`src/rtl/led_seq_pkg.sv`:
```
// Shared mode and direction encodings for the LED sequencer.
package led_seq_pkg;

   typedef enum logic [1:0] {
      MODE_ROL    = 2'b00,
      MODE_ROR    = 2'b01,
      MODE_BOUNCE = 2'b10,
      MODE_COUNT  = 2'b11
   } mode_e;

   typedef enum logic {
      DIR_UP   = 1'b0,
      DIR_DOWN = 1'b1
   } dir_e;

endpackage

```
`src/rtl/led_sequencer_tick_divider.sv`:
```
// Free-running clock divider producing a registered one-cycle step tick.
module tick_divider #(
   parameter int DIV = 10
) (
   input  logic CLK_12MHz,
   input  logic RST,
   output logic TICK
);

   localparam int CW = (DIV > 1) ? $clog2(DIV) : 1;
   localparam logic [CW-1:0] LAST = CW'(DIV - 1);
   localparam logic [CW-1:0] PRE  = CW'(DIV - 2);

   logic [CW-1:0] r_cnt;
   logic          r_tick;

   // TICK is raised one edge early so it is high during the wrap cycle,
   // letting the consumer act on the same edge the counter wraps.
   always_ff @(posedge CLK_12MHz or posedge RST) begin
      if (RST) begin
         r_cnt  <= '0;
         r_tick <= 1'b0;
      end else begin
         r_cnt  <= (r_cnt == LAST) ? '0 : r_cnt + 1'b1;
         r_tick <= (r_cnt == PRE);
      end
   end

   assign TICK = r_tick;

endmodule

```
`src/rtl/led_sequencer.sv`:
```
// LED pattern engine: synchronised switch/mode inputs, step divider and
// a per-step pattern update with override and restart handling.
import led_seq_pkg::*;

module led_sequencer #(
   parameter int WIDTH   = 8,
   parameter int CLK_HZ  = 12000000,
   parameter int STEP_HZ = 20
) (
   input  logic             CLK_12MHz,
   input  logic             RST,
   input  logic             MYSWITCH,
   input  logic [1:0]       MODE,
   output logic [WIDTH-1:0] LED,
   output logic             STEP
);

   localparam int DIV = CLK_HZ / STEP_HZ;
   localparam logic [WIDTH-1:0] LED_ONE = {{(WIDTH-1){1'b0}}, 1'b1};
   localparam logic [WIDTH-1:0] LED_MSB = {1'b1, {(WIDTH-1){1'b0}}};

   logic             w_tick;
   logic             r_sw_meta, r_sw_sync;
   logic [1:0]       r_mode_meta, r_mode_sync;
   logic [1:0]       r_mode_lat;
   logic             r_ovr;
   dir_e             r_dir;
   logic [WIDTH-1:0] r_led;
   logic             r_step;

   tick_divider #(.DIV(DIV)) u_div (
      .CLK_12MHz (CLK_12MHz),
      .RST       (RST),
      .TICK      (w_tick)
   );

   function automatic logic [WIDTH-1:0] init_led(input logic [1:0] m);
      case (m)
         MODE_ROR:   init_led = LED_MSB;
         MODE_COUNT: init_led = '0;
         default:    init_led = LED_ONE;
      endcase
   endfunction

   always_ff @(posedge CLK_12MHz or posedge RST) begin
      if (RST) begin
         r_sw_meta   <= 1'b1;
         r_sw_sync   <= 1'b1;
         r_mode_meta <= MODE_ROL;
         r_mode_sync <= MODE_ROL;
         r_mode_lat  <= MODE_ROL;
         r_ovr       <= 1'b0;
         r_dir       <= DIR_UP;
         r_led       <= LED_ONE;
         r_step      <= 1'b0;
      end else begin
         r_sw_meta   <= MYSWITCH;
         r_sw_sync   <= r_sw_meta;
         r_mode_meta <= MODE;
         r_mode_sync <= r_mode_meta;
         r_step      <= w_tick;
         if (w_tick) begin
            if (!r_sw_sync) begin
               r_led <= '1;
               r_ovr <= 1'b1;
            end else if (r_ovr || (r_mode_sync != r_mode_lat)) begin
               // Leaving override or a new mode both restart the pattern cleanly.
               r_mode_lat <= r_mode_sync;
               r_ovr      <= 1'b0;
               r_dir      <= DIR_UP;
               r_led      <= init_led(r_mode_sync);
            end else begin
               case (r_mode_lat)
                  MODE_ROL: r_led <= {r_led[WIDTH-2:0], r_led[WIDTH-1]};
                  MODE_ROR: r_led <= {r_led[0], r_led[WIDTH-1:1]};
                  MODE_BOUNCE: begin
                     // Turn around at an endpoint so each end is shown for one step only.
                     if (r_dir == DIR_UP) begin
                        if (r_led[WIDTH-1]) begin
                           r_led <= r_led >> 1;
                           r_dir <= DIR_DOWN;
                        end else begin
                           r_led <= r_led << 1;
                        end
                     end else begin
                        if (r_led[0]) begin
                           r_led <= r_led << 1;
                           r_dir <= DIR_UP;
                        end else begin
                           r_led <= r_led >> 1;
                        end
                     end
                  end
                  default: r_led <= r_led + 1'b1;
               endcase
            end
         end
      end
   end

   assign LED  = r_led;
   assign STEP = r_step;

endmodule

```
`config.mk`:
```
export PLATFORM = sky130hd
export DESIGN_NAME = led_sequencer
export DESIGN_NICKNAME = d
export VERILOG_FILES = /design/src/rtl/led_seq_pkg.sv /design/src/rtl/led_sequencer_tick_divider.sv /design/src/rtl/led_sequencer.sv
export SDC_FILE = /design/constraint.sdc
export NUM_CORES = 1
export LEC_CHECK = 0
export CAP_MARGIN = 10
export CORE_UTILIZATION = 45
export DETAILED_ROUTE_END_ITERATION = 6
export GPL_ROUTABILITY_DRIVEN = 0
export GPL_TIMING_DRIVEN = 0
export PLACE_DENSITY_LB_ADDON = 0.3
export REMOVE_ABC_BUFFERS = 1
export SLEW_MARGIN = 0
export SYNTH_ARGS = -nofsm -noshare
export SYNTH_HDL_FRONTEND = slang
export SYNTH_SLANG_ARGS = --single-unit
```
`constraint.sdc`:
```
create_clock -name CLK_12MHz -period 2.12 [get_ports CLK_12MHz]
set_input_delay 0.318 -clock CLK_12MHz [delete_from_list [all_inputs] [get_ports CLK_12MHz]]
set_output_delay 0.318 -clock CLK_12MHz [all_outputs]
set_load 0.005 [all_outputs]
```
==> Flow_metrics.wiki, run 1 <==
{| class="wikitable"
! Metric !! Value
|-
| Proportion of synthesized chip area in sequential cells || 44.4%
|-
| Mapped cell area || 0.00226 sq mm
|-
| Via density per instance || 5.47
|-
| Worst Hold Slack || 0.353 ns
|-
| Clk network pwr share || 42.9%
|-
| Die area || 0.00531 sq mm
|-
| Resize count post-CTS || 2
|-
| Worst-Skew Late Latency || 0.29 ns
|-
| TritonCTS buffer count || 5
|-
| Path length in cells of the critical path || 6
|-
| Post-synth top area share || 41.0%
|-
| Leakage Power || 1.04 nW
|-
| Cell count after synthesis || 229
|-
| Cell area after layout || 0.00251 sq mm
|-
| Diodes inserted || 0
|-
| Core Util, Final || 52.4%
|-
| Post-layout nets || 243
|-
| Sequential share of power || 54.9%
|-
| Global-route wire length before repair || 6980 um
|-
| Worst min-delay path category || flop to flop
|-
| Most instantiated flip-flop cell in the synthesis netlist || sky130_fd_sc_hd__dfrtp_1
|-
| Max rail drop VDD || 0.543 mV
|-
| Category of cells accounting for the largest share of critical-path delay || flip-flops
|-
| Cell with the most instances on the worst path || sky130_fd_sc_hd__a31oi_1
|-
| Starting density of the core || 47.2%
|-
| Most common cell after layout, fill and taps aside || sky130_fd_sc_hd__dfrtp_1
|-
| Critical path's slowest cell || sky130_fd_sc_hd__dfstp_2
|-
| Starting DRT DRC Count || 104
|-
| Worst Max-Slew Pin Slew || 0.807 ns
|-
| Antenna Violating Nets Remaining || 0
|-
| Final setup violation count || 0
|-
| Data arrival time of the critical path || 2.06 ns
|-
| Sw power || 283 uW
|-
| Remaining max-slew budget at the tightest pin || 46.1%
|-
| Total of buffers placed on input and output ports || 13
|-
| Die X || 72.9 um
|-
| Fmax achieved || 0.543 GHz
|-
| Number of instances on the worst hold path || 0
|-
| Cell at the root of the clock tree || sky130_fd_sc_hd__clkbuf_8
|-
| Average detailed-routed wire length per instance || 13.6 um
|-
| Stage delay of the slowest cell on the critical path || 0.66 ns
|-
| Count of placed standard cells in the final layout, fillers left out || 302
|-
| Number of search-and-repair iterations in the first detailed-routing pass || 4
|-
| Overall power || 1.41 mW
|-
| Number of storage elements in the synthesis netlist || 40
|-
| Total wire length after detailed routing || 4100 um
|-
| Floorplan Core Area || 0.00479 sq mm
|-
| Cell types occupying the most area after synthesis || sky130_fd_sc_hd__dfrtp_1 (41%), sky130_fd_sc_hd__xor2_1 (5.0%), sky130_fd_sc_hd__nor2_1 (4.3%)
|-
| Post-synth EDFFs || 0
|-
| Syn avg cell area || 9.87 sq um
|-
| CTS sink cnt || 40
|-
| Share of total power consumed by net switching || 20.1%
|-
| Final critical path time including I/O delays and setup || 1.84 ns
|-
| Post-layout worst setup margin || 0.279 ns
|-
| Remaining design rule violation count || 0
|-
| Clock transition at the registers of the reported paths || 0.08 ns
|-
| Count of distinct cell types in the synthesized netlist || 53
|-
| Share of the cycle needed by the critical path after routing || 86.9%
|-
| TritonCTS clock tree || done
|-
| All-Layer GR Usage || 17.3%
|-
| # H-tree levels || 2
|-
| Total global routing overflow || 0
|-
| Critical Setup Path Class || flop to flop
|-
| Element type at the critical path start || flop
|-
| Final hold violation count || 0
|-
| Count of placed standard cells including taps || 294
|-
| Placed inst area || 0.00239 sq mm
|-
| Initial antenna violation count || 0
|-
| Crit end category || flop
|-
| Area growth from synthesis to layout || 11.0%
|-
| Site Rows || 25
|-
| Largest net degree at the start of global routing || 41
|-
| Cts-stage hold buffer count || 0
|-
| Setup slack after placement || -0.0958 ns
|-
| Critical path required time || 2.34 ns
|-
| Worst-path cell chain || ha_1, nand2_1, or3_1, a31oi_1, o21ai_0, a31oi_1
|-
| Final max-slew violation count || 0
|-
| Cell taking the most area after synthesis || sky130_fd_sc_hd__dfrtp_1
|-
| Combinational fraction of design power || 2.2%
|-
| Setup bufs post-CTS || 0
|-
| Sum of negative setup slack || 0 ns
|-
| Most frequent cells in the layout || sky130_fd_sc_hd__dfrtp_1 (35), sky130_fd_sc_hd__nor2_1 (26), sky130_fd_sc_hd__nand2_1 (20), sky130_fd_sc_hd__xor2_1 (13), sky130_fd_sc_hd__clkdlybuf4s50_1 (13)
|-
| Max-cap viol count || 0
|-
| Power density over the cells || 562 mW/mm^2
|-
| Via count of the first global-routing pass || 1529
|-
| Longest Clk Path Bufs || 2
|-
| Maximum net fanout on the critical path || 12
|-
| RSZ-0062 raised after global routing || no
|-
| Detailed Place HPWL || 2750 um
|-
| Outcome || finished, final reports clean
|-
| DR vias || 1651
|-
| Count of cells along the worst register-to-register path || 6
|-
| I/O pin cnt || 14
|-
| Worst clock skew on the final layout || 0.00533 ns
|-
| Buffers and inverters on the worst path || 0
|-
| Floorplan die height || 72.9 um
|-
| Synth warnings || 0
|-
| Fraction of synthesis flops using an asynchronous set or reset pin || 100%
|-
| P_int || 1.13 mW
|-
| Layout cells sized above 1 || 11.5%
|}
synthesized netlist by cell type (2+ instances only):
cell type	n
sky130_fd_sc_hd__a31oi_1	6
sky130_fd_sc_hd__nor3_1	5
sky130_fd_sc_hd__a211o_1	2
sky130_fd_sc_hd__buf_2	8
sky130_fd_sc_hd__mux2i_1	3
sky130_fd_sc_hd__nand2_1	20
sky130_fd_sc_hd__o21ai_0	7
sky130_fd_sc_hd__nand3_1	7
sky130_fd_sc_hd__mux2_2	3
sky130_fd_sc_hd__inv_1	6
sky130_fd_sc_hd__dfstp_2	3
sky130_fd_sc_hd__clkbuf_1	3
sky130_fd_sc_hd__nor2b_1	2
sky130_fd_sc_hd__nand4_1	5
sky130_fd_sc_hd__o22a_1	4
sky130_fd_sc_hd__nor2_1	26
sky130_fd_sc_hd__nor4_1	2
sky130_fd_sc_hd__dfrtp_1	37
sky130_fd_sc_hd__o211ai_1	2
sky130_fd_sc_hd__a22o_1	2
sky130_fd_sc_hd__ha_1	4
sky130_fd_sc_hd__nand2b_1	3
sky130_fd_sc_hd__nand3_2	3
sky130_fd_sc_hd__nor4_4	2
sky130_fd_sc_hd__o21a_1	2
sky130_fd_sc_hd__buf_4	3
sky130_fd_sc_hd__a21oi_1	7
sky130_fd_sc_hd__a21o_1	2
sky130_fd_sc_hd__xnor2_1	11
sky130_fd_sc_hd__xor2_1	13
sky130_fd_sc_hd__and2_1	4
power by group through the flow:
stage	sequential [mW]	clock [mW]	combinational, mW
final	0.775	0.606	0.0311
after global routing	0.775	0.650	0.0361
after CTS	0.774	0.628	0.0313
after detailed placement	0.789	0	0.0313
after global placement	0.789	0	0.0306
after floorplan	0.788	0	0.0181
final timing paths:
check	start	to	slack, ns
setup / recovery	LED[0]	LED[6]	0.28
hold / removal	r_mode_meta[1]	r_mode_sync[1]	0.35
setup reg to reg	LED[0]	LED[6]	0.28
hold reg to reg	r_mode_meta[1]	r_mode_sync[1]	0.35
max in group asynchronous	RST	r_mode_lat[0]	1.06
min in group asynchronous	RST	r_mode_sync[0]	0.50
cell type report:
type	count	area, sq um
fill	451	2280
multi-input combinational	168	1150
sequential	40	1010
timing repair buffer	13	130
tap	67	83.8
clock buffer	5	68.8
clock inverter	3	42.5
inverter	6	22.5
sequential cells by signal, indices dropped and copies added, names as in the netlist:
name,cells
r_sw_meta,1
u_div.r_cnt,20
r_sw_sync,1
u_div.TICK,1
STEP,1
r_mode_sync,2
r_mode_meta,2
r_dir,1
r_mode_lat,2
r_ovr,1
LED,8
layer usage:
layer  part of all wire (%)  routed length [um]  vias to the layer above  track usage, %
li1                       -                   -                      819               -
met1                     50                2050                      794            23.4
met2                     45                1850                       28            26.5
met3                    2.9                 119                       10            3.45
met4                    2.1                  85                        0            8.50
met5                      0                   0                        -               0
cell families (layout without fill, tap and decap cells):
logic type / after synthesis / after routing / synth area share [%]
mux: 6 / 6 / 2.82
simple gates: 90 / 90 / 22.9
compound gates: 44 / 44 / 13.6
fa+ha+maj: 4 / 4 / 2.21
xor+xnor: 24 / 24 / 9.30
flops: 40 / 40 / 44.4
buf+inv: 21 / 27 / 4.76
(Power assumes the default switching activity.)
==> run 2: changes to the inputs <==
--- a/config.mk
+++ b/config.mk
@@ -6,10 +6,12 @@
 export NUM_CORES = 1
 export LEC_CHECK = 0
 export CAP_MARGIN = 10
+export CORE_MARGIN = 4
 export CORE_UTILIZATION = 45
 export DETAILED_ROUTE_END_ITERATION = 6
 export GPL_ROUTABILITY_DRIVEN = 0
-export GPL_TIMING_DRIVEN = 0
+export GPL_TIMING_DRIVEN = 1
+export MAX_ROUTING_LAYER = met4
 export PLACE_DENSITY_LB_ADDON = 0.3
 export REMOVE_ABC_BUFFERS = 1
 export SLEW_MARGIN = 0
==> Flow_metrics.wiki, run 2 (synthesis results as in run 1) <==
{| class="wikitable"
! Metric !! Value
|-
| Flip-flop count of the largest register after layout || 20 (unchanged)
|-
| CTS sink cnt || 40 (unchanged)
|-
| Floorplan Core Area || 0.00479 sq mm (unchanged)
|-
| Area growth from synthesis to layout || 12.8%
|-
| Critical path required time || 2.34 ns (about the same)
|-
| Share of the cycle needed by the critical path after routing || 86.7% (-0.18 points)
|-
| Multi-input gate area in the final layout || 0.00115 sq mm (-0.54%)
|-
| Resize count post-CTS || 0 (-2)
|-
| Remaining design rule violation count || 0 (unchanged)
|-
| Diodes inserted || 0 (unchanged)
|-
| Data arrival time of the critical path || 2.06 ns (about the same)
|-
| Final critical path time including I/O delays and setup || 1.84 ns (-0.00391 ns)
|-
| Die area || 0.00622 sq mm (+17%)
|-
| Starting DRT DRC Count || 135 (+30%)
|-
| Clock transition at the registers of the reported paths || 0.09 ns (about the same)
|-
| Final setup violation count || 0 (unchanged)
|-
| All-Layer GR Usage || 15.7% (-1.6 points)
|-
| Post-layout nets || 252 (+3.7%)
|-
| Crit end category || flop
|-
| Number of search-and-repair iterations in the first detailed-routing pass || 4 (unchanged)
|-
| Max rail drop VDD || 0.452 mV (-17%)
|-
| DR vias || 1663 (+0.73%)
|-
| Sum of negative setup slack || 0 ns (unchanged)
|-
| Biggest register || u_div.r_cnt
|-
| Element type at the critical path start || flop
|-
| Remaining max-slew budget at the tightest pin || 72.3% (+26 points)
|-
| Longest Clk Path Bufs || 2 (unchanged)
|-
| Worst-Skew Late Latency || 0.29 ns (about the same)
|-
| Die X || 78.9 um (+8.2%)
|-
| Max-cap viol count || 0 (unchanged)
|-
| Cts-stage hold buffer count || 0 (unchanged)
|-
| Global-route wire length before repair || 7490 um (+7.4%)
|-
| Via density per instance || 5.35 (-2.2%)
|-
| Starting density of the core || 47.2% (unchanged)
|-
| Setup bufs post-CTS || 0 (unchanged)
|-
| Largest net degree at the start of global routing || 23 (-44%)
|-
| TritonCTS clock tree || done
|-
| Core Util, Final || 53.3% (+0.84 points)
|-
| I/O pin cnt || 14 (unchanged)
|-
| Cell at the root of the clock tree || sky130_fd_sc_hd__clkbuf_8
|-
| Average detailed-routed wire length per instance || 13.8 um (+1.9%)
|-
| TritonCTS buffer count || 5 (unchanged)
|-
| Worst min-delay path category || input port to async pin
|-
| Fmax achieved || 0.544 GHz (+0.21%)
|-
| Site Rows || 25 (unchanged)
|-
| Final max-slew violation count || 0 (unchanged)
|-
| Maximum net fanout on the critical path || 12 (unchanged)
|-
| Worst clock skew on the final layout || 0.00947 ns (+0.00414 ns)
|-
| Antenna Violating Nets Remaining || 0 (unchanged)
|-
| Via count of the first global-routing pass || 1504 (-1.6%)
|-
| Total of buffers placed on input and output ports || 13 (unchanged)
|-
| Total global routing overflow || 0 (unchanged)
|-
| Initial antenna violation count || 0 (unchanged)
|-
| Leakage Power || 1.08 nW (+3.7%)
|-
| Outcome || finished, final reports clean
|-
| Layout filler cell count || 412 (-8.6%)
|-
| Critical Setup Path Class || flop to flop
|-
| Floorplan die height || 78.9 um (+8.2%)
|-
| Total wire length after detailed routing || 4310 um (+4.9%)
|-
| Most common cell after layout, fill and taps aside || sky130_fd_sc_hd__dfrtp_1
|-
| Worst Max-Slew Pin Slew || 0.415 ns (-0.392 ns)
|-
| Detailed Place HPWL || 2960 um (+7.6%)
|-
| Most frequent cells in the layout || sky130_fd_sc_hd__dfrtp_1 (37), sky130_fd_sc_hd__nor2_1 (26), sky130_fd_sc_hd__nand2_1 (20), sky130_fd_sc_hd__xor2_1 (13), sky130_fd_sc_hd__clkdlybuf4s50_1 (13)
|-
| RSZ-0062 raised after global routing || no
|-
| # H-tree levels || 2 (unchanged)
|-
| Layout cells sized above 1 || 13.5% (+2.0 points)
|-
| Final hold violation count || 0 (unchanged)
|-
| Register Area || 0.00100 sq mm (-0.25%)
|-
| Power density over the cells || 518 mW/mm^2 (-8.0%)
|}
## run 2: cell types whose count changed in the layout (fill, tap and decap cells not counted), sizes merged
cell and change:
bufinv -1, clkinvlp +1, buf +9
## run 2: routing by layer
metal | wire, um | track usage [%] | part of all wire (%)
met4 | 29 | 6.19 | 0.67
met1 | 2230 | 23.0 | 52
met3 | 169 | 3.40 | 3.9
met5 | 0 | - | 0
met2 | 1870 | 21.1 | 43
## run 2: critical path, cell delays in order, from the launching register on
cell and delay (ns):
sky130_fd_sc_hd__dfstp_2 0.67, sky130_fd_sc_hd__ha_1 0.25, sky130_fd_sc_hd__nand2_1 0.08, sky130_fd_sc_hd__or3_1 0.31
sky130_fd_sc_hd__a31oi_1 0.20, sky130_fd_sc_hd__o21ai_0 0.10, sky130_fd_sc_hd__a31oi_1 0.16
## run 2: metrics by stage
step                      cells  setup slack, ns  total power, mW  hold WS (ns)  cell area (sq um)
after floorplan             214            0.374            0.806         0.322               2180
after global placement      303            0.317            0.825         0.333               2460
after detailed placement    303            0.311            0.825         0.340               2460
after CTS                   311            0.284             1.34         0.356               2550
after global routing        311            0.143             1.38         0.363               2550
final                       311            0.283             1.32         0.354               2550
## run 2: final timing paths
check / start / to / slack (ns) / depth (start not counted)
setup / recovery: LED[0] / LED[6] / 0.28 / 6
hold / removal: RST / r_mode_meta[1] / 0.35 / 3
setup reg to reg: LED[0] / LED[6] / 0.28 / 6
hold reg to reg: r_sw_meta / r_sw_sync / 0.35 / 0
max in group asynchronous: RST / r_sw_meta / 1.47 / 3
min in group CLK_12MHz: r_sw_meta / r_sw_sync / 0.35 / 0
## run 2: cell type report
cell class                      count  share of cell area [%]
Clock inverter                      3                   0.932
Timing Repair Buffer               22                    7.75
Clock buffer                        5                    2.70
Sequential cell                    40                    39.4
Inverter                            6                   0.883
Tap cell                           67                    3.29
Multi-Input combinational cell    168                    45.0
## run 2: where the power goes
part | switching, mW | internal (mW)
Clock | 0.278 | 0.233
Combinational | 0.0207 | 0.0136
Sequential | 0.00462 | 0.770
==> run 3: changes to the inputs <==
--- a/config.mk
+++ b/config.mk
@@ -5,6 +5,7 @@
 export SDC_FILE = /design/constraint.sdc
 export NUM_CORES = 1
 export LEC_CHECK = 0
+export ABC_AREA = 1
 export CAP_MARGIN = 10
 export CORE_MARGIN = 4
 export CORE_UTILIZATION = 45
@@ -14,7 +15,9 @@
 export MAX_ROUTING_LAYER = met4
 export PLACE_DENSITY_LB_ADDON = 0.3
 export REMOVE_ABC_BUFFERS = 1
+export SETUP_SLACK_MARGIN = 0.5
 export SLEW_MARGIN = 0
 export SYNTH_ARGS = -nofsm -noshare
 export SYNTH_HDL_FRONTEND = slang
 export SYNTH_SLANG_ARGS = --single-unit
+export TNS_END_PERCENT = 1
==> Flow_metrics.wiki, run 3 <==
{| class="wikitable"
! Metric !! Value
|-
| Sw power || 292 uW (-3.8%)
|-
| Die X || 82.7 um (+4.9%)
|-
| # H-tree levels || 2 (unchanged)
|-
| Average detailed-routed wire length per instance || 12.4 um (-11%)
|-
| Max rail drop VDD || 0.594 mV (+31%)
|-
| Combinational fraction of design power || 2.7% (about the same)
|-
| Top routing layer in use || met4
|-
| Power density over the cells || 505 mW/mm^2 (-2.4%)
|-
| Antenna Violating Nets Remaining || 0 (unchanged)
|-
| Post-synth top area share || 36.9% (-4.1 points)
|-
| Max-cap viol count || 0 (unchanged)
|-
| TritonCTS clock tree || done
|-
| Leading cell types by count after synthesis || sky130_fd_sc_hd__nand2_1 (104), sky130_fd_sc_hd__nor2_1 (43), sky130_fd_sc_hd__inv_1 (41), sky130_fd_sc_hd__dfrtp_1 (37), sky130_fd_sc_hd__nand3_1 (33)
|-
| Count of distinct cell types in the synthesized netlist || 30 (-43%)
|-
| Largest net degree at the start of global routing || 41 (+78%)
|-
| Clk network pwr share || 43.0% (+4.3 points)
|-
| Final hold violation count || 0 (unchanged)
|-
| Cell types occupying the most area after synthesis || sky130_fd_sc_hd__dfrtp_1 (37%), sky130_fd_sc_hd__nand2_1 (16%), sky130_fd_sc_hd__nand3_1 (6.6%)
|-
| P_int || 1.13 mW (+11%)
|-
| Mapped cell area || 0.00251 sq mm (+11%)
|-
| Layout cells sized above 1 || 11.8% (-1.7 points)
|-
| Register Area || 0.00101 sq mm (+0.37%)
|-
| Worst clock skew on the final layout || 0.00498 ns (-0.00449 ns)
|-
| Share of total power consumed by net switching || 20.5% (-2.5 points)
|-
| Longest Clk Path Bufs || 2 (unchanged)
|-
| Leakage Power || 1.39 nW (+29%)
|-
| Cell count after synthesis || 357 (+56%)
|-
| Post-layout nets || 381 (+51%)
|-
| Flip-flop count of the largest register after layout || 20 (unchanged)
|-
| Initial antenna violation count || 0 (unchanged)
|-
| Global-route wire length before repair || 9580 um (+28%)
|-
| Placed inst area || 0.00270 sq mm (+9.9%)
|-
| Die area || 0.00684 sq mm (+10%)
|-
| Worst-Skew Late Latency || 0.28 ns (about the same)
|-
| Setup slack after placement || 0.587 ns (+0.276 ns)
|-
| Layout filler cell count || 529 (+28%)
|-
| Site Rows || 26 (+4.0%)
|-
| Most common cell after layout, fill and taps aside || sky130_fd_sc_hd__nand2_1
|-
| Area growth from synthesis to layout || 12.2%
|-
| Via count of the first global-routing pass || 2055 (+37%)
|-
| All-Layer GR Usage || 18.8% (+3.1 points)
|-
| CTS sink cnt || 40 (unchanged)
|-
| Cell at the root of the clock tree || sky130_fd_sc_hd__clkbuf_8
|-
| Total global routing overflow || 0 (unchanged)
|-
| Cts-stage hold buffer count || 0 (unchanged)
|-
| Remaining design rule violation count || 0 (unchanged)
|-
| Clock transition at the registers of the reported paths || 0.08 ns (about the same)
|-
| Share of the cycle needed by the critical path after routing || 79.7% (-7.0 points)
|-
| Via density per instance || 5.04 (-5.8%)
|-
| Floorplan Core Area || 0.00527 sq mm (+10%)
|-
| Remaining max-slew budget at the tightest pin || 67.3% (-5.0 points)
|-
| Buffers and inverters on the worst path || 1 (+1)
|-
| RSZ-0062 raised after global routing || yes
|-
| Overall power || 1.42 mW (+7.9%)
|-
| Crit end category || output pin
|-
| Post-layout worst setup margin || 0.431 ns (+0.149 ns)
|-
| Detailed-routed wire length on met2 || 2330 um (+25%)
|-
| Biggest register || u_div.r_cnt
|-
| Critical Setup Path Class || flop to output pin
|-
| Diodes inserted || 0 (unchanged)
|-
| Most frequent cells in the layout || sky130_fd_sc_hd__nand2_1 (104), sky130_fd_sc_hd__nor2_1 (43), sky130_fd_sc_hd__inv_1 (41), sky130_fd_sc_hd__dfrtp_1 (34), sky130_fd_sc_hd__nand3_1 (33)
|-
| Sequential share of power || 54.3% (-4.4 points)
|-
| Worst Max-Slew Pin Slew || 0.491 ns (+0.0760 ns)
|-
| Final critical path time including I/O delays and setup || 1.69 ns (-0.149 ns)
|-
| Total of buffers placed on input and output ports || 13 (unchanged)
|-
| Floorplan die height || 82.7 um (+4.9%)
|-
| TritonCTS buffer count || 5 (unchanged)
|-
| Detailed Place HPWL || 3940 um (+33%)
|-
| Cell area after layout || 0.00282 sq mm (+11%)
|-
| Starting density of the core || 47.7% (+0.43 points)
|-
| Final max-slew violation count || 0 (unchanged)
|-
| Post-synth EDFFs || 0 (unchanged)
|-
| Stage delay of the slowest cell on the critical path || 0.56 ns (-0.11 ns)
|-
| Synth warnings || 0 (unchanged)
|-
| I/O pin cnt || 14 (unchanged)
|-
| Data arrival time of the critical path || 1.37 ns (-0.69 ns)
|-
| Starting DRT DRC Count || 212 (+57%)
|-
| Most instantiated flip-flop cell in the synthesis netlist || sky130_fd_sc_hd__dfrtp_1
|-
| Wire length on met3 || 377 um (+120%)
|-
| Cell taking the most area after synthesis || sky130_fd_sc_hd__dfrtp_1
|-
| Worst min-delay path category || flop to flop
|-
| Maximum net fanout on the critical path || 9 (-3)
|-
| Total wire length after detailed routing || 5480 um (+27%)
|-
| Syn avg cell area || 7.04 sq um (-29%)
|-
| Outcome || finished, final reports clean
|-
| Multi-input gate area in the final layout || 0.00128 sq mm (+11%)
|-
| Number of search-and-repair iterations in the first detailed-routing pass || 5 (+1)
|-
| Critical path required time || 1.80 ns (-0.54 ns)
|-
| Element type at the critical path start || flop
|-
| Worst-path cell chain || clkdlybuf4s50_1
|-
| Critical path's slowest cell || sky130_fd_sc_hd__clkdlybuf4s50_1
|-
| Proportion of synthesized chip area in sequential cells || 40.0% (-4.4 points)
|-
| Met1 Wirelength || 2700 um (+21%)
|-
| Category of cells accounting for the largest share of critical-path delay || buffers and inverters
|-
| Library cell with the highest instance count after synthesis || sky130_fd_sc_hd__nand2_1
|-
| Final setup violation count || 0 (unchanged)
|-
| DR vias || 2232 (+34%)
|-
| Fmax achieved || 0.592 GHz (+8.8%)
|-
| Number of storage elements in the synthesis netlist || 40 (unchanged)
|-
| Fraction of synthesis flops using an asynchronous set or reset pin || 100% (unchanged)
|-
| Sum of negative setup slack || 0 ns (unchanged)
|}
run 3: cell type report:
| type | instances | area share, % |
|---|---|---|
| Timing Repair Buffer | 15 | 5.15 |
| Clock buffer | 6 | 2.57 |
| Clock inverter | 2 | 1.24 |
| Inverter | 51 | 6.79 |
| Sequential cell | 40 | 35.8 |
| Multi-Input combinational cell | 259 | 45.4 |
| Tap cell | 70 | 3.11 |
run 3: path summary, 6_finish.rpt:
path / startpoint / endpoint / slack [ns] / cells past startpoint
worst min register to register: r_mode_meta[1] / r_mode_sync[1] / 0.35 / 0
worst max register to register: LED[0] / LED[7] / 0.54 / 8
worst max-delay path: LED[3] / LED[3] / 0.43 / 1
worst min-delay path: r_mode_meta[1] / r_mode_sync[1] / 0.35 / 0
min in group asynchronous: RST / u_div.r_cnt[6] / 0.44 / 3
max in group asynchronous: RST / LED[2] / 1.31 / 3
run 3: logic make-up (layout without fill, tap and decap cells):
family	count (synthesis)	in the layout	share of synthesized area (%)
buffers and inverters	58	74	9.11
AOI/OAI and AO/OA	30	30	6.28
and+or+nand+nor	212	212	38.1
adders and majority gates	4	4	1.99
xor gates and xnor gates	13	13	4.53
DFF	40	40	40.0
run 3: metal layers:
layer  track usage, %  up-vias
met3             3.36        7
li1                 -     1143
met4             5.56        0
met2             26.2       73
met1             27.8     1009
met5                -        -
run 3: stage by stage:
step / util [%] / instances / hold WS, ns
2_1_floorplan: - / 350 / 0.322
6_report: 53.5 / 443 / 0.351
5_1_grt: 53.5 / 443 / 0.367
3_5_place_dp: 51.2 / 434 / 0.337
3_3_place_gp: 51.2 / 434 / 0.335
4_1_cts: 53.5 / 443 / 0.355
run 3: power by group through the flow:
stage               clock, mW  combinational (mW)  sequential, mW
floorplan                   0              0.0240           0.787
global placement            0              0.0389           0.788
detailed placement          0              0.0395           0.788
CTS                     0.633              0.0395           0.773
global route            0.661              0.0455           0.774
finish                  0.613              0.0385           0.773
run 3: timing repair:
action | CTS | global route
gates cloned | 0 | 0
gates resized for setup | 2 | 1
setup endpoints to repair | 7 | 18
buffers inserted | 1 | 0
